File: config.mk
export PLATFORM = sky130hd
export DESIGN_NAME = operand_fetch_stage
export DESIGN_NICKNAME = d
export VERILOG_FILES = /design/src/rtl/operand_fetch_stage.sv
export SDC_FILE = /design/constraint.sdc
export NUM_CORES = 1
export LEC_CHECK = 0
export BUFFER_PORTS_ARGS = -buffer_cell sky130_fd_sc_hd__buf_2
export CORE_MARGIN = 1
export CORE_UTILIZATION = 35
export CTS_CLUSTER_DIAMETER = 30
export DETAILED_ROUTE_END_ITERATION = 8
export PLACE_DENSITY = 0.65
export SYNTH_ARGS = -nofsm -noshare
export SYNTH_HDL_FRONTEND = slang
export SYNTH_SLANG_ARGS = --single-unit
File: constraint.sdc
create_clock -name CLK -period 2.3 [get_ports CLK]
set_input_delay 0.69 -clock CLK [delete_from_list [all_inputs] [get_ports CLK]]
set_output_delay 0.69 -clock CLK [all_outputs]
set_load 0.02 [all_outputs]
File: src/rtl/operand_fetch_stage.sv
// operand_fetch_stage: sits directly behind the 16x16 register file.
// Drives the read addresses from the decoded instruction, captures the operands
// (with write-back forwarding) into a 2-entry output/skid buffer, and keeps the
// held operands current by snooping write-backs.
// Optional build macro: OPFETCH_STALL_COUNT_EN enables the StallCount counter;
// when it is undefined StallCount is tied to zero.
module operand_fetch_stage #(
  parameter int DATA_W = 16,
  parameter int ADDR_W = 4,
  parameter int OP_W   = 4
) (
  input  logic              CLK,
  input  logic              Reset_n,
  input  logic              Flush,
  input  logic              InValid,
  output logic              InReady,
  input  logic [ADDR_W-1:0] InRs,
  input  logic [ADDR_W-1:0] InRt,
  input  logic [ADDR_W-1:0] InRd,
  input  logic [OP_W-1:0]   InOp,
  output logic [ADDR_W-1:0] ReadAddrA,
  output logic [ADDR_W-1:0] ReadAddrB,
  input  logic [DATA_W-1:0] ReadDataA,
  input  logic [DATA_W-1:0] ReadDataB,
  input  logic [DATA_W-1:0] ReadDataCR,
  input  logic              WbWrite,
  input  logic [ADDR_W-1:0] WbAddr,
  input  logic [DATA_W-1:0] WbData,
  output logic              OutValid,
  input  logic              OutReady,
  output logic [DATA_W-1:0] OutOpA,
  output logic [DATA_W-1:0] OutOpB,
  output logic [DATA_W-1:0] OutCR,
  output logic [ADDR_W-1:0] OutRd,
  output logic [OP_W-1:0]   OutOpc,
  output logic [15:0]       StallCount
);

  // Buffer occupancy: out only = ONE, out + skid = FULL.
  logic              r_out_valid;
  logic              r_skid_valid;
  logic              r_in_ready;

  // Output entry (source addresses kept so the entry can be snooped).
  logic [DATA_W-1:0] r_out_a, r_out_b, r_out_cr;
  logic [ADDR_W-1:0] r_out_rs, r_out_rt, r_out_rd;
  logic [OP_W-1:0]   r_out_opc;

  // Skid entry, always younger than the output entry.
  logic [DATA_W-1:0] r_skid_a, r_skid_b, r_skid_cr;
  logic [ADDR_W-1:0] r_skid_rs, r_skid_rt, r_skid_rd;
  logic [OP_W-1:0]   r_skid_opc;

  logic              w_in_fire;
  logic              w_out_fire;
  logic              w_load_out_cap;
  logic              w_load_out_skid;
  logic              w_load_skid;
  logic              w_skid_valid_next;
  logic [DATA_W-1:0] w_cap_a, w_cap_b;
  logic [DATA_W-1:0] w_out_a_snp, w_out_b_snp;
  logic [DATA_W-1:0] w_skid_a_snp, w_skid_b_snp;

  assign ReadAddrA = InRs;
  assign ReadAddrB = InRt;

  assign w_in_fire  = InValid && r_in_ready;
  assign w_out_fire = r_out_valid && OutReady;

  // The register file writes on the same edge we capture, so its read data is
  // stale for a matching write-back; forward WbData instead.
  assign w_cap_a = (WbWrite && (WbAddr == InRs)) ? WbData : ReadDataA;
  assign w_cap_b = (WbWrite && (WbAddr == InRt)) ? WbData : ReadDataB;

  // Snooped views of the held entries (snooping an empty slot is harmless).
  assign w_out_a_snp  = (WbWrite && (WbAddr == r_out_rs))  ? WbData : r_out_a;
  assign w_out_b_snp  = (WbWrite && (WbAddr == r_out_rt))  ? WbData : r_out_b;
  assign w_skid_a_snp = (WbWrite && (WbAddr == r_skid_rs)) ? WbData : r_skid_a;
  assign w_skid_b_snp = (WbWrite && (WbAddr == r_skid_rt)) ? WbData : r_skid_b;

  // Capture lands in the output slot when it is empty or draining this cycle;
  // otherwise it parks in the skid slot. A FULL buffer never accepts input.
  assign w_load_out_cap    = w_in_fire && (!r_out_valid || w_out_fire);
  assign w_load_skid       = w_in_fire && r_out_valid && !w_out_fire;
  assign w_load_out_skid   = r_skid_valid && w_out_fire;
  assign w_skid_valid_next = w_load_skid || (r_skid_valid && !w_out_fire);

  // Occupancy and registered ready; Flush overrides any transfer.
  always_ff @(posedge CLK or negedge Reset_n) begin
    if (!Reset_n) begin
      r_out_valid  <= 1'b0;
      r_skid_valid <= 1'b0;
      r_in_ready   <= 1'b1;
    end else if (Flush) begin
      r_out_valid  <= 1'b0;
      r_skid_valid <= 1'b0;
      r_in_ready   <= 1'b1;
    end else begin
      r_out_valid  <= w_in_fire || r_skid_valid || (r_out_valid && !OutReady);
      r_skid_valid <= w_skid_valid_next;
      r_in_ready   <= !w_skid_valid_next;
    end
  end

  // Entry payloads: snoop every cycle, then overlay any load.
  always_ff @(posedge CLK or negedge Reset_n) begin
    if (!Reset_n) begin
      r_out_a    <= '0;
      r_out_b    <= '0;
      r_out_cr   <= '0;
      r_out_rs   <= '0;
      r_out_rt   <= '0;
      r_out_rd   <= '0;
      r_out_opc  <= '0;
      r_skid_a   <= '0;
      r_skid_b   <= '0;
      r_skid_cr  <= '0;
      r_skid_rs  <= '0;
      r_skid_rt  <= '0;
      r_skid_rd  <= '0;
      r_skid_opc <= '0;
    end else begin
      r_out_a  <= w_out_a_snp;
      r_out_b  <= w_out_b_snp;
      r_skid_a <= w_skid_a_snp;
      r_skid_b <= w_skid_b_snp;
      if (!Flush) begin
        if (w_load_out_cap) begin
          r_out_a   <= w_cap_a;
          r_out_b   <= w_cap_b;
          r_out_cr  <= ReadDataCR;
          r_out_rs  <= InRs;
          r_out_rt  <= InRt;
          r_out_rd  <= InRd;
          r_out_opc <= InOp;
        end else if (w_load_out_skid) begin
          r_out_a   <= w_skid_a_snp;
          r_out_b   <= w_skid_b_snp;
          r_out_cr  <= r_skid_cr;
          r_out_rs  <= r_skid_rs;
          r_out_rt  <= r_skid_rt;
          r_out_rd  <= r_skid_rd;
          r_out_opc <= r_skid_opc;
        end
        if (w_load_skid) begin
          r_skid_a   <= w_cap_a;
          r_skid_b   <= w_cap_b;
          r_skid_cr  <= ReadDataCR;
          r_skid_rs  <= InRs;
          r_skid_rt  <= InRt;
          r_skid_rd  <= InRd;
          r_skid_opc <= InOp;
        end
      end
    end
  end

  assign InReady  = r_in_ready;
  assign OutValid = r_out_valid;
  assign OutOpA   = r_out_a;
  assign OutOpB   = r_out_b;
  assign OutCR    = r_out_cr;
  assign OutRd    = r_out_rd;
  assign OutOpc   = r_out_opc;

`ifdef OPFETCH_STALL_COUNT_EN
  logic [15:0] r_stall_cnt;

  // Count cycles where a bundle is offered but execute is not taking it.
  always_ff @(posedge CLK or negedge Reset_n) begin
    if (!Reset_n) begin
      r_stall_cnt <= 16'h0000;
    end else if (Flush) begin
      r_stall_cnt <= 16'h0000;
    end else if (r_out_valid && !OutReady && (r_stall_cnt != 16'hFFFF)) begin
      r_stall_cnt <= r_stall_cnt + 16'h0001;
    end
  end

  assign StallCount = r_stall_cnt;
`else
  assign StallCount = 16'h0000;
`endif

endmodule
==> summary.txt, run 1 <==
Setup path
  • Worst EP required: 2.61 ns
  • CP bufs+invs: 2
  • Crit path cell chain: buf_2 -> xnor2_1 -> nand2_1 -> nor4_4 -> buf_12 -> mux2_2 -> a311oi_1
  • Critical path type: in2reg
  • Cell family with most CP delay: buffers and inverters
  • Worst path slowest cell: mux2_2
  • Critical path's largest stage delay: 0.36 ns
  • Worst setup SP type: primary input
  • Crit path capture type: flop
  • Crit path DAT: approximately 2.3 ns
  • Crit-path max FO: 29

CTS
  • Setup repair bufs after CTS: 0
  • CTS buffer count: 17
  • Clock buffer depth: 2
  • Worst-path clk slew: approximately 0.060 ns
  • Clk sink count: roughly 130
  • H-Tree Depth: 4
  • CTS tree: done
  • CTS Hold Bufs: 0
  • Root Driver: clkbuf_16
  • Post-cts resize count: 0
  • Clk_lat worst skew: 0.42 ns

Global routing
  • GRT overflow: 0
  • Initial antenna violation count: 4
  • Vias in the first global route: 6126
  • Grt peak-use layer: met2
  • Total global-route track usage: between 20% and 30%
  • Met1 Resource Use GR: between 20 and 30%
  • GR Util met3: ~5.1%
  • First-pass GRT wire length: 33690 µm
  • M2 GR Usage: between 30 and 40%
  • Largest net degree at the start of global routing: between 50 and 60

STA
  • Final Hold Violating Endpoints: 0
  • Max_slew headroom: roughly 64%
  • Max-slew violation count: 0
  • Slack of the critical path: between 0.3 and 0.4 ns
  • Fmax achieved: a little over 500 MHz
  • RSZ-0062 raised after global routing: no
  • Tmin final: slightly below 2 ns
  • Tightest Pin Transition: 0.5316 ns
  • Period utilization: a little over four fifths
  • Setup TNS Final: 0 ns
  • Fin Clk Skew: 0.007279 ns
  • Final Setup Violations: 0

Finish
  • Area of the multi-input gates: 3646 µm²
  • Final Net Count: ~980
  • Non-filler instance count after layout: 1170
  • Design Area, Final: between 9000 and 10000 µm²
  • Fill cells: 1946
  • Most common cell after layout, fill and taps aside: buf_2
  • Most frequent cells in the layout: buf_2 (154), dfrtp_1 (130), nor2_1 (105), nand2_1 (71), mux2_2 (60)
  • Reg area: roughly 3300 µm²
  • Layout area overhead: 26.00%
  • Layout cells sized above 1: 35.23%

Synthesis
  • Cell variety after synth: 35
  • Cell area after synthesis: approximately 7300 µm²
  • Cells after Synth: between 700 and 800
  • Syn avg cell area: approximately 10 µm²
  • Top FF cell, synth: dfrtp_1
  • #FFs+latches synth: ~130
  • Warnings from Yosys: 0
  • Asr flop ratio synth: 100.0%
  • Number of synthesized flops with an enable pin: 0
  • Sequential area share after synthesis: between 40% and 50%

Power
  • Worst vdd ir: 0.0005713 V
  • Pwr dens: ~950 nW/µm²
  • Final Total Pwr: 8.738 mW
  • Lkg Pwr: ~4.0 nW

Place
  • Placer Congestion: a little over 0.9
  • Dpl ws: -0.05082 ns
  • DP Area: ~8600 µm²
  • Placed cells: 1136
  • I/O Buffers: around 160
  • DP HPWL: approximately 15000 µm

Drt
  • Remaining DRCs: 0
  • Routed len/inst: ~18 µm
  • Drt first-iter violations: around 320
  • Initial DRT Pass Iterations: 5
  • Via count: 6212
  • Final ANT Viol Nets: 0
  • DR vias/cell: roughly 5.3
  • Final wirelength: between 20000 and 25000 µm

Flow run
  • Max-cap violations: 0

Worst hold path
  • Min-delay worst type: in2async

Floorplanning
  • Starting Density: 35.83%
  • # rows: between 50 and 60
  • Die footprint: about 21000 µm²
  • CORE AREA: 20360 µm²
  • DIE WIDTH: 146.4 µm
  • Die height: about 150 µm
  • # IOs: between 150 and 200

Outcome
  • Status: completed
## synth_stat cells, types with 2 or more instances
master	number	area (µm²)
nand3_1	28	140.1
or2_1	2	12.51
a311oi_1	31	271.5
mux2_2	64	720.7
nor3_1	9	45.04
mux2i_1	34	340.3
a211oi_1	33	247.7
inv_1	5	18.77
dfrtp_1	130	3253
o221a_2	6	67.56
buf_4	30	225.2
o221a_1	26	292.8
clkbuf_1	23	86.33
or3_1	32	200.2
nor4_4	2	42.54
buf_1	3	11.26
buf_2	27	135.1
nor2_1	106	397.9
a21oi_1	34	170.2
xor2_1	9	78.83
nand2_1	71	266.5
xnor2_1	15	131.4
## per-stage QoR
stage / util (%) / hold slack (ns)
after global routing: 45.10 / 0.2231
final: 45.14 / 0.2001
after global placement: 42.15 / 0.4880
after floorplan: - / 0.3944
after detailed placement: 42.15 / 0.4943
after CTS: 45.10 / 0.2011
## logic make-up after synthesis
family / count (synthesis) / synth area share [%]
simple gates: 259 / 16.17
compound gates: 131 / 14.56
flops: 131 / 44.95
mux: 99 / 14.85
buf+inv: 88 / 6.534
xor+xnor: 24 / 2.881
other cells: 1 / 0.05140
## flip-flops by register name (all words and copies together), names as in the netlist, 4 cells and up
register and cells:
OutCR 16, OutOpA 16, OutOpB 16, OutOpc 4, OutRd 4, r_out_rs 4, r_out_rt 4, r_skid_a 16
r_skid_b 16, r_skid_cr 16, r_skid_opc 4, r_skid_rd 4, r_skid_rs 4, r_skid_rt 4
## power breakdown
part	switching (mW)	internal (mW)	total, mW
clock network	1.03	1.73	2.76
registers	0.428	3.02	3.45
logic	1.35	1.19	2.53
total	2.80	5.94	8.74
## routing by layer
metal	share of wire (%)	up-vias
met1	43	2979
met3	8.6	26
met5	0.061	-
li1	-	2910
met2	46	295
met4	1.5	2
## final timing paths
| kind | slack [ns] | to | startpoint | cells past startpoint |
|---|---|---|---|---|
| worst min-delay path | 0.20 | OutOpB[10] | Reset_n | 1 |
| worst max-delay path | 0.36 | OutOpA[3] | WbAddr[2] | 7 |
| max in group asynchronous | 1.47 | InReady | Reset_n | 2 |
| min in group CLK | 0.51 | r_skid_cr[13] | r_skid_cr[13] | 1 |
| worst max register to register | 0.37 | OutOpB[8] | InReady | 6 |
| worst min register to register | 0.51 | r_skid_cr[13] | r_skid_cr[13] | 1 |
## final cells by class
class,instances,area share (%)
antenna,3,0.08167
clock buffer,19,4.818
clock inverter,12,1.715
inverter,5,0.2042
multi-input combinational,529,39.66
sequential,131,35.67
tap,270,3.675
timing repair buffer,201,14.17
(Power assumes the default switching activity.)
==> run 2: changes to the inputs <==
clock period = 1.95 ns   (was 2.3 ns; I/O delays follow)
==> run 2 against run 1 <==
Net effect:
- non-clock buffer count grew 49
- first-iteration DRC count rose by 95%
- final cell count increased by 4.2%
- wire length increased by 8.9%
- combinational power rose by 30%
- sequential cell count did not move
- worst setup slack worse by 0.33 ns
- die area unchanged
- sequential power up 18%
- critical path type is now reg2reg
==> summary.txt, run 2 (same netlist as run 1, synthesis figures left out) <==
STA
  • Setup TNS Final: 0 ns
  • Fin Clk Skew: 0.008756 ns
  • Final Hold Violating Endpoints: 0
  • Final Setup Violations: 0
  • Tmin final: approximately 1.9 ns
  • Max-slew violation count: 0
  • RSZ-0062 raised after global routing: yes
  • Fmax achieved: around 520 MHz
  • Period utilization: between 90% and 100%

CTS
  • Clk sink count: between 100 and 150
  • Clk_lat worst skew: 0.42 ns
  • CTS tree: done
  • CTS buffer count: 17
  • CTS Hold Bufs: 0
  • H-Tree Depth: 4
  • Clock buffer depth: 2
  • Worst-path clk slew: about 0.060 ns
  • Root Driver: clkbuf_16

Place
  • DP Area: 9037 µm²
  • I/O Buffers: around 160
  • Placer Congestion: around 0.88
  • DP HPWL: 15610 µm

Setup path
  • Worst EP required: ~2.3 ns
  • Critical path type: reg2reg
  • Crit path cell chain: xor2_2 -> nor4_4 -> buf_12 -> buf_12 -> buf_4 -> mux2_4 -> a311oi_1
  • Crit-path max FO: 9
  • Critical path's largest stage delay: around 0.42 ns
  • R2R depth: 7
  • Flop-to-flop setup slack: 0.03 ns
  • Crit path capture type: flop
  • Capture point of the worst reg-to-reg path: OutOpB[8]
  • Worst path slowest cell: dfrtp_1
  • Crit path DAT: ~2.3 ns
  • Crit path top cell by count: buf_12
  • Reg2reg start: r_skid_rt[0]
  • Worst setup SP type: flop

Finish
  • Fill cells: between 1500 and 2000
  • Most common cell after layout, fill and taps aside: buf_2
  • Design Area, Final: approximately 10000 µm²
  • Layout area overhead: 36.05%
  • Final Net Count: a little over 1000
  • Most frequent cells in the layout: buf_2 (155), dfrtp_1 (130), nor2_1 (105), nand2_1 (70), buf_4 (66)
  • Layout cells sized above 1: between 40 and 50%

Power
  • Logic pwr share: about 31%
  • Pwr dens: between 1000 and 1500 nW/µm²
  • Seq pwr share: between 30% and 40%
  • Lkg Pwr: 4.334 nW
  • Clock group share of total power: a little under a third
  • Internal power: 7.120 mW
  • Sw Pwr: around 3.4 mW
  • Switching portion of total power: 32.43%
  • Worst vdd ir: 0.0005045 V

Floorplanning
  • # rows: between 50 and 60
  • DIE WIDTH: approximately 150 µm
  • Die height: between 100 and 150 µm
  • CORE AREA: 20360 µm²
  • Die footprint: about 21000 µm²
  • # IOs: 172
  • Starting Density: 35.83%

Drt
  • Initial DRT Pass Iterations: 6
  • Via count: ~6600
  • Drt first-iter violations: 630
  • Routed len/inst: roughly 19 µm
  • Remaining DRCs: 0
  • Final wirelength: approximately 23000 µm
  • Final ANT Viol Nets: 0
  • DR vias/cell: ~5.4

Global routing
  • Grt peak-use layer: met2
  • Largest net degree at the start of global routing: 38
  • GR Util met3: under 10%
  • M2 GR Usage: approximately 33%
  • Initial antenna violation count: 5
  • Total global-route track usage: about a fifth
  • First-pass GRT wire length: roughly 36000 µm
  • Vias in the first global route: between 6000 and 7000
  • Met1 Resource Use GR: between 20 and 30%
  • GRT overflow: 0

Outcome
  • Status: completed

Worst hold path
  • Min-delay worst type: in2async

Flow run
  • Max-cap violations: 0
-- run 2: cell count changes in the layout (fill, tap and decap cells not counted), moves of 2 or more --
cell       before  now
buf_4          32   66
mux2_2         60   27
mux2_4          4   37
a311oi_1       31   19
a311oi_2        0   12
buf_12         14   23
buf_6           1    4
clkbuf_16      17   19
clkbuf_8        1    3
clkinv_4        3    1
xor2_1          8    6
xor2_2          1    3
-- run 2: critical path: cells and delay by family, from the launching register on --
family,cells,cell delay (ns)
AOI/OAI and AO/OA,1,0.18
xor gates and xnor gates,1,0.20
buffers and inverters,3,0.40
DFF,1,0.42
muxes,1,0.28
and+or+nand+nor,1,0.34
-- run 2: power by group through the flow --
stage / combinational, mW / sequential (mW) / clock, mW
2_1_floorplan: 1.76 / 4.36 / 0
3_3_place_gp: 3.09 / 4.08 / 0
3_5_place_dp: 3.14 / 4.09 / 0
4_1_cts: 3.17 / 4.06 / 3.21
5_1_grt: 3.56 / 4.17 / 3.31
6_report: 3.28 / 4.07 / 3.18
-- run 2: worst max path at each step --
| stage | from | endpoint | slack (ns) |
|---|---|---|---|
| final | r_skid_rt[0] | OutOpB[8] | 0.03 |
| after global routing | r_skid_rt[1] | OutOpB[8] | -0.04 |
| after CTS | r_skid_rt[0] | OutOpB[12] | 0.01 |
| after detailed placement | WbAddr[2] | OutOpB[4] | -0.35 |
| after global placement | WbAddr[2] | OutOpB[12] | -0.34 |
| after floorplan | WbAddr[2] | OutOpB[14] | -0.25 |
-- run 2: per-stage QoR --
stage | setup slack (ns) | power, mW | instances | hold slack (ns) | util, %
3_3_place_gp | -0.3362 | 7.165 | 1166 | 0.4798 | 44.38
6_report | 0.02907 | 10.54 | 1219 | 0.03149 | 48.74
4_1_cts | 0.01241 | 10.44 | 1199 | 0.03291 | 47.32
5_1_grt | -0.04332 | 11.04 | 1219 | 0.04180 | 48.74
3_5_place_dp | -0.3538 | 7.230 | 1166 | 0.4776 | 44.38
2_1_floorplan | -0.2494 | 6.120 | 748 | 0.2894 | -
-- run 2: final cells by class --
class	instances	area (µm²)	share of cell area (%)
clock buffer	22	474.2	4.778
inverter	5	18.77	0.1891
timing repair buffer	250	1827	18.40
multi-input combinational	529	3876	39.05
antenna	4	10.01	0.1008
sequential	131	3279	33.04
tap	270	337.8	3.404
clock inverter	8	102.6	1.034
-- run 2: repair_timing --
| action | 4_1_cts | 5_1_grt |
|---|---|---|
| resized for setup | 0 | 16 |
| pin swaps | 1 | 3 |
| setup endpoints to repair | 22 | 41 |
| buffers inserted | 3 | 13 |
| gates cloned | 0 | 3 |
-- run 2: routing by layer --
layer	up-vias	routed length [µm]
met5	-	13
met4	2	596
met3	41	1687
met2	317	10710
met1	3202	10060
li1	3015	-
